File: src/rtl/hazard_scoreboard.sv
// Issue-stage hazard scoreboard: tracks in-flight destination tags per slot,
// picks forwarding sources and raises stall for not-yet-forwardable operands.
module hazard_scoreboard #(
  parameter int STAGES     = 3,
  parameter int READ_PORTS = 2,
  parameter int REG_AW     = 5,
  localparam int SEL_W     = $clog2(STAGES + 1),
  localparam int RDY_W     = $clog2(STAGES + 2)
) (
  input  logic                         clk,
  input  logic                         rst,
  input  logic                         issue_valid,
  input  logic                         issue_wen,
  input  logic [REG_AW-1:0]            issue_dest,
  input  logic [RDY_W-1:0]             issue_rdy,
  input  logic                         issue_md,
  input  logic                         md_busy,
  input  logic [READ_PORTS-1:0]        rd_use,
  input  logic [READ_PORTS*REG_AW-1:0] rd_addr,
  input  logic                         flush_valid,
  input  logic [SEL_W-1:0]             flush_stage,
  output logic                         stall,
  output logic [READ_PORTS*SEL_W-1:0]  fwd_sel,
  output logic [31:0]                  stall_count
);

  localparam logic [RDY_W-1:0] RDY_MAX = RDY_W'(STAGES + 1);
  localparam logic [SEL_W-1:0] F_MAX   = SEL_W'(STAGES);

  // index i holds slot i+1 (slot 1 = E)
  logic [STAGES-1:0] v_q;
  logic [REG_AW-1:0] dest_q [STAGES];
  logic [RDY_W-1:0]  rdy_q  [STAGES];
  logic [31:0]       stall_count_q;

  logic              stall_dep;
  logic              load;
  logic [RDY_W-1:0]  rdy_clamp;
  logic [SEL_W-1:0]  f_eff;

  assign rdy_clamp = (issue_rdy > RDY_MAX) ? RDY_MAX : issue_rdy;
  assign f_eff     = (flush_stage > F_MAX) ? F_MAX : flush_stage;

  always_comb begin
    logic [REG_AW-1:0] addr;
    logic [RDY_W-1:0]  rdy_sel;
    int                sel;
    stall_dep = 1'b0;
    fwd_sel   = '0;
    for (int p = 0; p < READ_PORTS; p++) begin
      addr    = rd_addr[p*REG_AW +: REG_AW];
      sel     = 0;
      rdy_sel = '0;
      // walk oldest to youngest so the youngest match wins
      for (int s = STAGES; s >= 1; s--) begin
        if (rd_use[p] && addr != '0 && v_q[s-1] &&
            dest_q[s-1] == addr) begin
          sel     = s;
          rdy_sel = rdy_q[s-1];
        end
      end
      fwd_sel[p*SEL_W +: SEL_W] = SEL_W'(sel);
      if (sel != 0 && sel < int'(rdy_sel))
        stall_dep = 1'b1;
    end
  end

  assign stall = issue_valid & (stall_dep | (issue_md & md_busy));
  assign load  = issue_valid & issue_wen & ~stall & ~flush_valid;
  assign stall_count = stall_count_q;

  always_ff @(posedge clk or posedge rst) begin
    if (rst) begin
      v_q           <= '0;
      stall_count_q <= '0;
      for (int i = 0; i < STAGES; i++) begin
        dest_q[i] <= '0;
        rdy_q[i]  <= '0;
      end
    end else begin
      v_q[0]    <= load;
      dest_q[0] <= issue_dest;
      rdy_q[0]  <= rdy_clamp;
      for (int i = 1; i < STAGES; i++) begin
        v_q[i]    <= v_q[i-1] & ~(flush_valid && i <= int'(f_eff));
        dest_q[i] <= dest_q[i-1];
        rdy_q[i]  <= rdy_q[i-1];
      end
      if (stall && stall_count_q != 32'hFFFF_FFFF)
        stall_count_q <= stall_count_q + 32'd1;
    end
  end

endmodule

File: config.mk
export PLATFORM = sky130hd
export DESIGN_NAME = hazard_scoreboard
export DESIGN_NICKNAME = d
export VERILOG_FILES = /design/src/rtl/hazard_scoreboard.sv
export SDC_FILE = /design/constraint.sdc
export NUM_CORES = 1
export LEC_CHECK = 0
export ABC_AREA = 0
export ABC_CLOCK_PERIOD_IN_PS = 3400
export CORE_MARGIN = 1
export CORE_UTILIZATION = 46
export CTS_BUF_LIST = sky130_fd_sc_hd__clkbuf_16
export DETAILED_ROUTE_END_ITERATION = 12
export PLACE_DENSITY = 0.81
export SYNTH_ARGS = -nofsm -noshare
export SYNTH_HDL_FRONTEND = slang
export SYNTH_SLANG_ARGS = --single-unit
File: constraint.sdc
create_clock -name clk -period 3.4 [get_ports clk]
set_input_delay 0.68 -clock clk [delete_from_list [all_inputs] [get_ports clk]]
set_output_delay 0.68 -clock clk [all_outputs]
set_load 0.02 [all_outputs]
==> impl_metrics.json <==
{
  "finalCriticalPeriod_ns": 3.838,
  "clock_path_buffers": 2,
  "slowest_stage": "or2_4",
  "timing.critical_path.arrival_ns": 3.16,
  "required_ns": 2.72,
  "grt_pass1_wl_um": 12800,
  "crit_fanout": 3,
  "drt_iter0_drc": 171,
  "io_pins": 66,
  "worstMarginPinSlew_ns": 0.7289,
  "hp-start": "rdy_q[6]$_DFF_PP0_",
  "fp.dieH_um": 82.83,
  "finalSetupViolations": 34,
  "die_area_mm2": 0.006861,
  "powerDensity_mw_per_mm2": 417.9,
  "clk_pin_slew_ns": 0.05,
  "portBuffers": 65,
  "vias": 2801,
  "slew_violations": 0,
  "final_common_cell": "dfrtp_1",
  "drive_gt1_frac": 0.3716,
  "clk_latency_ns": 0.32,
  "ys.flop_type": "dfrtp_1",
  "place_congestion": 1.011,
  "grt_pass1_vias": 2655,
  "rows": 29,
  "crit_start": "rd_addr[5]",
  "setup_ws_ns": -0.4384,
  "antennaDiodeCount": 0,
  "cts_root_buf": "clkbuf_16",
  "dr.pass1.iters": 4,
  "hold_violations": 0,
  "ys_ff_latch": 58,
  "place_hpwl_um": 5261,
  "syn2layout_area_growth_pct": 66.99,
  "syn-instance-count": 280,
  "synth_top_cell_by_area": "dfrtp_1",
  "synthTopCellsByArea": "dfrtp_1, xor2_1, xnor2_1",
  "p_leak_nw": 2.301,
  "violations": "setup timing",
  "grt_overflow": 0,
  "setup_tns_ns": -3.555,
  "finClkSkew_ns": 0.007292,
  "cp_top_family": "simple AND/OR/NAND/NOR gates",
  "via_per_inst": 5.763,
  "hp-class": "reg -> reg",
  "max_freq_ghz": 0.2605,
  "worst_path_largest_cell_delay_ns": 0.36,
  "cp_num_buf_inv": 4,
  "syn_area_per_cell_um2": 10.73,
  "h-tree-depth": 3,
  "cp_cell_sequence": "clkbuf_2 > buf_4 > xnor2_1 > nand4_1 > or2_4 > nand2_2 > o21ai_2 > mux2i_1 > ha_1 > inv_1 > a31oi_2 > o22ai_2 > a221oi_4 > nor2b_4 > buf_6",
  "timing.rr.start": "dest_q[5]$_DFF_PP0_",
  "final_cell_mix": "dfrtp_1, clkdlybuf4s50_1, buf_4",
  "crit_type": "in -> out",
  "core_area_mm2": 0.006314,
  "slew_headroom": 0.5141,
  "antenna_found_initial": 0,
  "worstSetupEndpointType": "output port",
  "nNetsFinal": 436,
  "netlist_area_mm2": 0.003005,
  "cap_violations": 0,
  "grtUsageTotal": 0.2356,
  "worstSetupStartpointType": "input pin",
  "ir_worst_vdd_v": 0.0004110,
  "synth_edf_count": 0,
  "synth_top_area_share": 0.4829,
  "status": "finished with violations",
  "die-width_um": 82.83,
  "holdWs_ns": 0.3615,
  "hold_buffers": 0,
  "synth-seq-area-share": 0.4829,
  "antenna_left": 0,
  "grt_start_max_net_pins": 59,
  "ys_warn_count": 0,
  "numCtsBuffers": 9,
  "final.period_utilization": 1.129,
  "async_reset_ff_frac": 1.000,
  "wl_per_cell_um": 20.28,
  "synth_nets": 312,
  "cts_tree": "done",
  "start_util": 0.4760,
  "clock-sinks": 58,
  "post-place-ws_ns": -1.165,
  "synth.distinct_cells": 46,
  "drc": 0,
  "wl_um": 9854,
  "rsz0062_at_grt": "true"
}
power breakdown:
part / switching, mW / internal, mW
Sequential: 0.0512 / 0.732
Clock: 0.321 / 0.633
Combinational: 0.181 / 0.179
worst paths after layout:
check,to,slack [ns],depth (start not counted)
worst min-delay path,rdy_q[3]$_DFF_PP0_,0.36,0
worst max register to register,stall_count[1]$_DFFE_PP0P_,-0.13,17
min in group asynchronous,stall_count[5]$_DFFE_PP0P_,0.88,3
worst max-delay path,stall,-0.44,15
worst min register to register,rdy_q[3]$_DFF_PP0_,0.36,0
max in group asynchronous,rdy_q[4]$_DFF_PP0_,2.03,3
area by class of cell:
cell class / instances / area (um2)
well taps: 77 / 96.34
clock buffers: 9 / 225.2
fillers: 371 / 1295
clock inverters: 7 / 83.83
flip-flops and latches: 58 / 1451
inverters: 7 / 26.28
repair buffers: 121 / 1132
multi-input cells: 207 / 2003
per-stage QoR:
stage,std cells,instance area [um2],utilization,total power [mW]
global route,486,5019,0.7949,2.148
CTS,471,4383,0.6942,2.009
detailed placement,450,3991,0.6322,1.067
finish,486,5019,0.7949,2.097
floorplan,280,3038,-,0.9221
global placement,450,3991,0.6322,1.058
cells by family (layout without fill, tap and decap cells):
logic type,count (synthesis),after routing,synth area share
AOI/OAI and AO/OA,19,19,0.05204
DFF,58,58,0.4829
buffers and inverters,15,144,0.02997
muxes,2,2,0.007077
and+or+nand+nor,122,122,0.2377
xor gates and xnor gates,61,61,0.1778
adders and majority gates,3,3,0.01249
cell usage after synthesis (all sizes together), types with 4 or more instances:
cell / number
o21ai: 5
nand3: 13
nor3b: 4
xor2: 32
nand2: 26
buf: 7
nor2: 16
nor3: 15
dfrtp: 58
xnor2: 29
nor4b: 4
nand4: 13
a21oi: 4
nor4: 13
inv: 7
routing by layer:
metal | part of all wire | vias up | track usage
li1 | - | 1233 | -
met1 | 0.40 | 1384 | 0.2983
met2 | 0.50 | 151 | 0.3949
met3 | 0.067 | 33 | 0.05368
met4 | 0.033 | 0 | 0.08777
met5 | 0 | - | 0
what timing repair did:
| action | in CTS | in global routing |
|---|---|---|
| pin swaps | 21 | 58 |
| endpoints found under the setup margin | 38 | 35 |
| buffers inserted | 5 | 12 |
| cloned | 0 | 3 |
| resized for setup | 46 | 95 |
state kept, by name (all words and copies together) (netlist names):
| name | cells |
|---|---|
| rdy_q | 8 |
| dest_q | 15 |
| stall_count | 32 |
| v_q | 3 |
worst reg2reg max path, stage by stage, from the launching register on:
cell,delay [ns]
dfrtp_1,0.41
buf_4,0.16
xnor2_1,0.23
nand4_1,0.33
or2_4,0.36
nand2_2,0.08
o21ai_2,0.05
mux2i_1,0.13
ha_1,0.16
inv_1,0.04
a31oi_2,0.16
o22ai_2,0.11
a221oi_4,0.36
buf_4,0.19
buf_6,0.13
buf_12,0.16
nor2_4,0.05
mux2_4,0.30
Note: power is estimated with default switching activity, not from simulation.
